**src/rtl/axis_flit_deserializer.sv**
```systemverilog
// Flit FIFO (sync_fifo) plus beat assembler: SERIALIZATION_FACTOR flits -> one AXI-Stream beat.
// Latency: flit to tvalid is 1 + SF cycles when unstalled; credit_out pulses one cycle after each pop.
// Backpressure: a held output beat stalls only the completing pop; upstream is throttled by credits.

module sync_fifo #(
  parameter int WIDTH = 8,
  parameter int DEPTH = 4
) (
  input  logic             clk_i,
  input  logic             rst_i,
  input  logic             push_i,
  input  logic [WIDTH-1:0] push_dat_i,
  input  logic             pop_i,
  output logic [WIDTH-1:0] pop_dat_o,
  output logic             full_o,
  output logic             empty_o
);
  localparam int AW = (DEPTH > 1) ? $clog2(DEPTH) : 1;
  localparam int CW = $clog2(DEPTH + 1);

  logic [WIDTH-1:0] mem_q [DEPTH];
  logic [AW-1:0]    wr_ptr_q, wr_ptr_d;
  logic [AW-1:0]    rd_ptr_q, rd_ptr_d;
  logic [CW-1:0]    count_q, count_d;
  logic             do_push, do_pop;

  function automatic logic [AW-1:0] ptr_inc(input logic [AW-1:0] p);
    return (p == AW'(DEPTH - 1)) ? '0 : p + 1'b1;
  endfunction

  assign empty_o   = (count_q == '0);
  assign full_o    = (count_q == CW'(DEPTH));
  assign do_pop    = pop_i && !empty_o;
  // A push into a full FIFO is only legal when the head leaves in the same cycle.
  assign do_push   = push_i && (!full_o || do_pop);
  assign pop_dat_o = mem_q[rd_ptr_q];

  always_comb begin
    wr_ptr_d = wr_ptr_q;
    rd_ptr_d = rd_ptr_q;
    count_d  = count_q;
    if (do_push) wr_ptr_d = ptr_inc(wr_ptr_q);
    if (do_pop)  rd_ptr_d = ptr_inc(rd_ptr_q);
    case ({do_push, do_pop})
      2'b10:   count_d = count_q + 1'b1;
      2'b01:   count_d = count_q - 1'b1;
      default: count_d = count_q;
    endcase
  end

  always_ff @(posedge clk_i) begin
    if (rst_i) begin
      wr_ptr_q <= '0;
      rd_ptr_q <= '0;
      count_q  <= '0;
    end else begin
      wr_ptr_q <= wr_ptr_d;
      rd_ptr_q <= rd_ptr_d;
      count_q  <= count_d;
    end
  end

  always_ff @(posedge clk_i) begin
    if (do_push) mem_q[wr_ptr_q] <= push_dat_i;
  end
endmodule

// NoC egress endpoint: credit-flow flits in, reassembled registered AXI-Stream beats out.
// Latency: SF=1 gives tvalid two cycles after send_in; one flit popped per cycle at most.
// Backpressure: tready low holds the beat; only the completing pop waits, credits return per pop.
module axis_flit_deserializer #(
  parameter int TDATA_WIDTH          = 64,
  parameter int DEST_WIDTH           = 6,
  parameter int SERIALIZATION_FACTOR = 2,
  parameter int FLIT_WIDTH           = TDATA_WIDTH / SERIALIZATION_FACTOR,
  parameter int FLIT_BUFFER_DEPTH    = 4
) (
  input  logic                   clk_noc,
  input  logic                   rst_noc_sync,
  input  logic [FLIT_WIDTH-1:0]  data_in,
  input  logic [DEST_WIDTH-1:0]  dest_in,
  input  logic                   is_tail_in,
  input  logic                   send_in,
  output logic                   credit_out,
  output logic                   axis_tvalid,
  input  logic                   axis_tready,
  output logic [TDATA_WIDTH-1:0] axis_tdata,
  output logic                   axis_tlast,
  output logic [DEST_WIDTH-1:0]  axis_tdest,
  output logic                   overflow
);
  localparam int SF    = SERIALIZATION_FACTOR;
  localparam int CNT_W = (SF > 1) ? $clog2(SF) : 1;

  typedef struct packed {
    logic [FLIT_WIDTH-1:0] data;
    logic [DEST_WIDTH-1:0] dest;
    logic                  is_tail;
  } flit_t;

  flit_t                  push_flit, head;
  logic                   fifo_full, fifo_empty;
  logic                   pop, complete, out_free;
  logic [CNT_W-1:0]       cnt_q, cnt_d;
  logic [TDATA_WIDTH-1:0] asm_q, asm_d, beat;
  logic                   tvalid_q, tvalid_d;
  logic [TDATA_WIDTH-1:0] tdata_q, tdata_d;
  logic                   tlast_q, tlast_d;
  logic [DEST_WIDTH-1:0]  tdest_q, tdest_d;
  logic                   credit_q;
  logic                   overflow_q, overflow_d;

  assign push_flit = '{data: data_in, dest: dest_in, is_tail: is_tail_in};

  sync_fifo #(
    .WIDTH($bits(flit_t)),
    .DEPTH(FLIT_BUFFER_DEPTH)
  ) u_flit_fifo (
    .clk_i     (clk_noc),
    .rst_i     (rst_noc_sync),
    .push_i    (send_in),
    .push_dat_i(push_flit),
    .pop_i     (pop),
    .pop_dat_o (head),
    .full_o    (fifo_full),
    .empty_o   (fifo_empty)
  );

  assign complete = (cnt_q == CNT_W'(SF - 1)) || head.is_tail;
  assign out_free = !tvalid_q || axis_tready;
  assign pop      = !fifo_empty && (!complete || out_free);

  // Slices at and above cnt are still zero in asm_q, so an early tail yields a zero-padded beat.
  always_comb begin
    beat = asm_q;
    for (int s = 0; s < SF; s++) begin
      if (cnt_q == CNT_W'(s)) beat[s*FLIT_WIDTH +: FLIT_WIDTH] = head.data;
    end
  end

  always_comb begin
    cnt_d      = cnt_q;
    asm_d      = asm_q;
    tvalid_d   = tvalid_q;
    tdata_d    = tdata_q;
    tlast_d    = tlast_q;
    tdest_d    = tdest_q;
    overflow_d = overflow_q || (send_in && fifo_full && !pop);
    if (tvalid_q && axis_tready) tvalid_d = 1'b0;
    if (pop) begin
      if (complete) begin
        tvalid_d = 1'b1;
        tdata_d  = beat;
        tlast_d  = head.is_tail;
        tdest_d  = head.dest;
        cnt_d    = '0;
        asm_d    = '0;
      end else begin
        asm_d = beat;
        cnt_d = cnt_q + 1'b1;
      end
    end
  end

  always_ff @(posedge clk_noc) begin
    if (rst_noc_sync) begin
      cnt_q      <= '0;
      asm_q      <= '0;
      tvalid_q   <= 1'b0;
      tdata_q    <= '0;
      tlast_q    <= 1'b0;
      tdest_q    <= '0;
      credit_q   <= 1'b0;
      overflow_q <= 1'b0;
    end else begin
      cnt_q      <= cnt_d;
      asm_q      <= asm_d;
      tvalid_q   <= tvalid_d;
      tdata_q    <= tdata_d;
      tlast_q    <= tlast_d;
      tdest_q    <= tdest_d;
      credit_q   <= pop;
      overflow_q <= overflow_d;
    end
  end

  assign credit_out  = credit_q;
  assign axis_tvalid = tvalid_q;
  assign axis_tdata  = tdata_q;
  assign axis_tlast  = tlast_q;
  assign axis_tdest  = tdest_q;
  assign overflow    = overflow_q;
endmodule

```
**config.mk**
```make
export PLATFORM = sky130hd
export DESIGN_NAME = axis_flit_deserializer
export DESIGN_NICKNAME = d
export VERILOG_FILES = /design/src/rtl/axis_flit_deserializer.sv
export SDC_FILE = /design/constraint.sdc
export NUM_CORES = 1
export LEC_CHECK = 0
export CORE_MARGIN = 2
export CORE_UTILIZATION = 51
export CTS_CLUSTER_DIAMETER = 80
export CTS_CLUSTER_SIZE = 10
export DETAILED_ROUTE_END_ITERATION = 7
export GPL_ROUTABILITY_DRIVEN = 0
export PLACE_DENSITY = 0.83
export SLEW_MARGIN = 10
export SYNTH_ARGS = -nofsm -noshare
export SYNTH_HDL_FRONTEND = slang
export SYNTH_HIERARCHICAL = 1
export SYNTH_SLANG_ARGS = --single-unit
```
**constraint.sdc**
```tcl
create_clock -name clk_noc -period 3.85 [get_ports clk_noc]
set_clock_uncertainty 0.2 [all_clocks]
set_input_delay 0.77 -clock clk_noc [delete_from_list [all_inputs] [get_ports clk_noc]]
set_output_delay 0.77 -clock clk_noc [all_outputs]
set_load 0.05 [all_outputs]
```
# == After elaboration in Yosys (flattened, before gate mapping) ==
# Memory sizes are Yosys's and may differ from the RTL's. A register that Yosys moved wholly into a read port is not among the register bits.
# Index checks and enable logic that the tools add are counted.
# totals
wordCells,55
n_memories,1
mem_bits_rw,156
ff_bits,146
input_bits,43
# classes
n_addsub,5
n_eq_ne,5
n_reduce_logical,19
muxes,14
# mem_list
name,words,width,rd,rd_clocked_by_memory_dff,wr,line,source
u_flit_fifo.mem_q,4,39,1,1,1,21,logic [WIDTH-1:0] mem_q [DEPTH];
# ops
op,count
32-bit two-way mux,2
64-bit two-way mux,1
2-bit two-way mux,4
2-bit equality test (second input constant),3
1-bit logical AND,6
1-bit two-way mux,6
3-bit one-hot mux with 2 select lines,1
1-bit logical NOT,5
1-bit logical OR,5
2-bit by 1-bit adder with 2-bit output (second input constant),2
3-bit by 1-bit adder with 3-bit output (second input constant),1
3-bit equality test (second input constant),1
3-bit logical NOT,1
3-bit by 1-bit subtractor with 3-bit output (second input constant),1
2-bit by 1-bit equality test with 1-bit output (second input constant),1
2-bit AND reduction,1
2-bit nonzero test,1
1-bit adder (second input constant),1

# == Depth between registers and ports, before layout ==
# logic_depth
ltp_word,9
depth_mapped,15

# == Cells and area by module ==
# The synthesis kept the hierarchy.
# by_module_without_submodules
module,n_inst,area_each_um2,cells_per_inst
sync_fifo,1,6100.9,255
axis_flit_deserializer,1,5402.7,496

# == Worst setup path before layout ==
# Ideal clock, no wire load.
# synth_path
path_type,input to register
start,input port axis_tready
end,register u_flit_fifo.count_q[2]
cell_stages,14
required_ns,3.579
n_path_buf,2
slack_ns,0.161
t_arrival_ns,3.418
cell_sequence,nand2b_1 > buf_2 > o21ai_2 > buf_4 > inv_1 > or4b_4 > and2_4 > inv_1 > ha_1 > inv_1 > fa_1 > xor2_1 > or3_1 > a21oi_1
# synth_between
elab_chain_cells,8
# synth_lines
item,line,source
start: declaration,86,"input logic axis_tready,"
1-bit logical OR (*),130,assign out_free = !tvalid_q || axis_tready;
1-bit logical OR (*),131,assign pop = !fifo_empty && (!complete || out_free);
1-bit logical AND (*),131,
via pop,103,"logic pop, complete, out_free;"
1-bit logical AND (*),33,assign do_pop = pop_i && !empty_o;
1-bit logical OR,35,assign do_push = push_i && (!full_o || do_pop);
1-bit logical AND,35,
2-bit by 1-bit equality test with 1-bit output / 2-bit equality test (equally long branches),44,"case ({do_push, do_pop})"
3-bit one-hot mux with 2 select lines / 2-bit nonzero test (equally long branches),-,
end signal: assignment,59,count_q <= count_d;
end: declaration,24,"logic [CW-1:0] count_q, count_d;"
# Mark *: on every way through the listed nets, which the timed path passes. The rest lies on a longest branch.
# A chain may end at the register's enable or synchronous reset.

# == Worst setup path after layout ==
# Ends and elaborated chain as after synthesis.

==> run summary <==
Outcome -> finished, final reports clean
Sequential area share after synthesis -> 66.48%
Remaining antenna violation count after routing -> 0
Simple-gate share of the synthesized area -> 3.655%
Tmin final -> 3314 ps
Placed insts -> 1094
CP endpoint kind -> flip-flop
Netlist cell types -> 43
DRT Wirelength -> 25690 um
Vias per cell -> 6.153
Crit path max fanout -> 3
Vias in the first global route -> 7105
Achievable Freq -> 301.8 MHz
Synth Area in Compound Gates -> 12.15%
Post-CTS Repair Setup Buffers -> 0
Most instantiated cells after synthesis -> 156 x edfxtp_1, 148 x dfxtp_1, 65 x mux2i_1
Maxcap violations -> 0
Wire length per cell -> 22.14 um
Die Height -> 154.2 um
Area growth, synth to finish -> 20.63%
Mean post-synth cell area -> 15.32 sq um
Pleak -> 0.004512 uW
Gr ovfl total -> 0
CTS buffer count -> 36
Unrepaired setup endpoints after global routing -> false
Cells after Synth -> 751
Relative slew margins -> 23.97%
Initial antenna violation count -> 2
Worst-path clk slew -> 50 ps
Cell Area, Synth -> 11500 sq um
Utilization after layout -> 63.20%
Synthesized netlist net count -> 801
Cell with the most instances after synthesis -> edfxtp_1
Post-CTS sizing -> 0
Final Non-Filler Cells -> 1160
Post-synth EDFFs -> 156
Hold depth -> 1
CTS HTree Levels -> 2
First-pass GRT wire length -> 39790 um
Data arrival, critical path -> 3560 ps
Peak supply drop -> 468.9 uV
Worst path required time -> 4090 ps
Root buffer cell -> clkbuf_16
Synth warn -> 6
Setup violations, final -> 0
Synth Area in Adders -> 0.8266%
Seq cells post-synth -> 304
Setup WS pre-CTS -> 40.74 ps
PortBufs -> 116
Synth area leader -> edfxtp_1
Io pins -> 117
Largest net degree at the start of global routing -> 74
Ranking of synthesized cells by area -> edfxtp_1 41%, dfxtp_1 26%, mux4_2 7.6%
Clk Latency, worst-skew pair -> 510 ps
Worst hold path class -> reg2reg
DP Wirelength -> 14500 um
CTS tree -> yes
Tot Pwr -> 11210 uW
Num rows -> 54
Fill cells -> 1534
Critical Path Source Type -> input port
Clock Tree Buf Depth -> 3
Slew at the pin with the worst max-slew slack -> 1140 ps
PwrDens -> 807.5 nW/um^2
CP startpoint -> axis_tready
Setup_tns -> 0 ps
Sinks on Clock Net -> 304
Post-synth top area share -> 40.72%
Async SR Flop Fraction -> 0%
DR pass1 iterations -> 5
Iteration-0 DRC Markers -> 486
Final hold violation count -> 0
Hold_buf cts -> 0
Layout cells sized above 1 -> 13.21%
Die width -> 154.2 um
Mux contribution to synthesized area -> 13.29%
Initial Utilization -> 52.39%
Largest family of logic cells by synthesized area -> multiplexers
Core box area -> 21960 sq um
Worst Hold Launch -> asm_q[37]
Via count -> 7137
Reg2Reg Depth -> 13
Xor and xnor area share after synthesis -> 0.1523%
Critical path class -> in2reg
Die area -> 23770 sq um
Slew Limit Fails -> 0
Final nets -> 902
Drc violations -> 0
Gr usage total -> 21.52%
Final Cycle Share -> 86.07%
Synth Flop Type -> edfxtp_1
Worst Slack Setup Final -> 536.5 ps
[worst max-delay path: stages]
cell and delay, ps:
clkdlybuf4s50_1 410, nand2b_2 210, o21ai_4 150, inv_1 70, or4b_4 490, and2_4 190
inv_1 50, ha_1 180, inv_1 60, fa_1 370, xor2_1 160, or3_1 300
a21oi_1 140
[area by class of cell]
cell class	count	area (sq um)	share of cell area, %
Timing Repair Buffer	133	1286	9.269
Sequential cell	304	7654	55.15
Tap cell	280	350.3	2.525
Clock buffer	62	1041	7.502
Inverter	11	41.29	0.2975
Antenna cell	2	5.005	0.03607
Multi-Input combinational cell	366	3475	25.04
Clock inverter	2	25.02	0.1803
[cells by family (layout without fill, tap and decap cells)]
kind of cell    Yosys count  after routing
fa+ha+maj                 7              7
simple gates             66             66
flops                   304            304
xor+xnor                  2              2
other cells               0              2
mux                     104            104
buf+inv                  81            208
compound gates          187            187
[report_power, final]
part	internal (uW)	total, uW	switching (uW)
registers	3910	4140	230
clock network	1830	3050	1220
logic	1440	4010	2570
total	7190	11200	4020
[registers in the layout, indices dropped and copies added, names as in the netlist, named ones only]
| register | count |
|---|---|
| credit_out | 1 |
| axis_tvalid | 1 |
| axis_tdest | 6 |
| u_flit_fifo/wr_ptr_q | 2 |
| u_flit_fifo/mem_q | 156 |
| overflow | 1 |
| axis_tdata | 64 |
| cnt_q | 1 |
| u_flit_fifo/count_q | 3 |
| u_flit_fifo/rd_ptr_q | 2 |
| axis_tlast | 1 |
| asm_q | 64 |
[through the flow]
stage	hold WS, ps	cell area, sq um
after CTS	257.8	13870
after global routing	264.5	13870
final	256.2	13880
after floorplan	229.1	11500
after global placement	241.0	12810
after detailed placement	242.9	12810
[placed cells by master (no fill, tap or decap), types with 2 or more instances in the layout]
| master | Yosys | final |
|---|---|---|
| a211oi_1 | 64 | 64 |
| a21oi_1 | 11 | 11 |
| a31oi_1 | 64 | 64 |
| a32o_1 | 32 | 32 |
| and2_1 | 32 | 32 |
| and3_2 | 4 | 4 |
| buf_4 | 7 | 18 |
| clkbuf_1 | 25 | 24 |
| clkbuf_16 | 0 | 38 |
| clkdlybuf4s50_1 | 0 | 115 |
| dfxtp_1 | 148 | 145 |
| dfxtp_2 | 0 | 2 |
| diode_2 | 0 | 2 |
| edfxtp_1 | 156 | 156 |
| ha_1 | 6 | 6 |
| inv_1 | 10 | 9 |
| mux2i_1 | 65 | 65 |
| mux4_2 | 39 | 39 |
| nand2_1 | 2 | 2 |
| nand3_1 | 3 | 3 |
| nand4_1 | 6 | 6 |
| nor2_1 | 5 | 5 |
| nor3_1 | 3 | 2 |
| o21ai_0 | 2 | 2 |
| o31ai_1 | 8 | 8 |
| o31ai_2 | 2 | 2 |
| or3_1 | 2 | 2 |
| xor2_1 | 2 | 2 |
[metal layers]
metal / wire length (um) / GRT usage, % / part of all wire (%) / up-vias
li1: - / - / - / 3205
met1: 10790 / 28.97 / 42 / 3566
met2: 12460 / 35.28 / 49 / 311
met3: 1723 / 3.727 / 6.7 / 55
met4: 716 / 8.278 / 2.8 / 0
met5: 0 / 0 / 0 / -
[path summary, 6_finish.rpt]
| path | end | slack (ps) |
|---|---|---|
| hold reg to reg | asm_q[37] | 260 |
| setup / recovery | u_flit_fifo/count_q[2] | 540 |
| setup reg to reg | u_flit_fifo/count_q[2] | 600 |
| hold / removal | asm_q[37] | 260 |
Power figures use the tool's default switching activity.
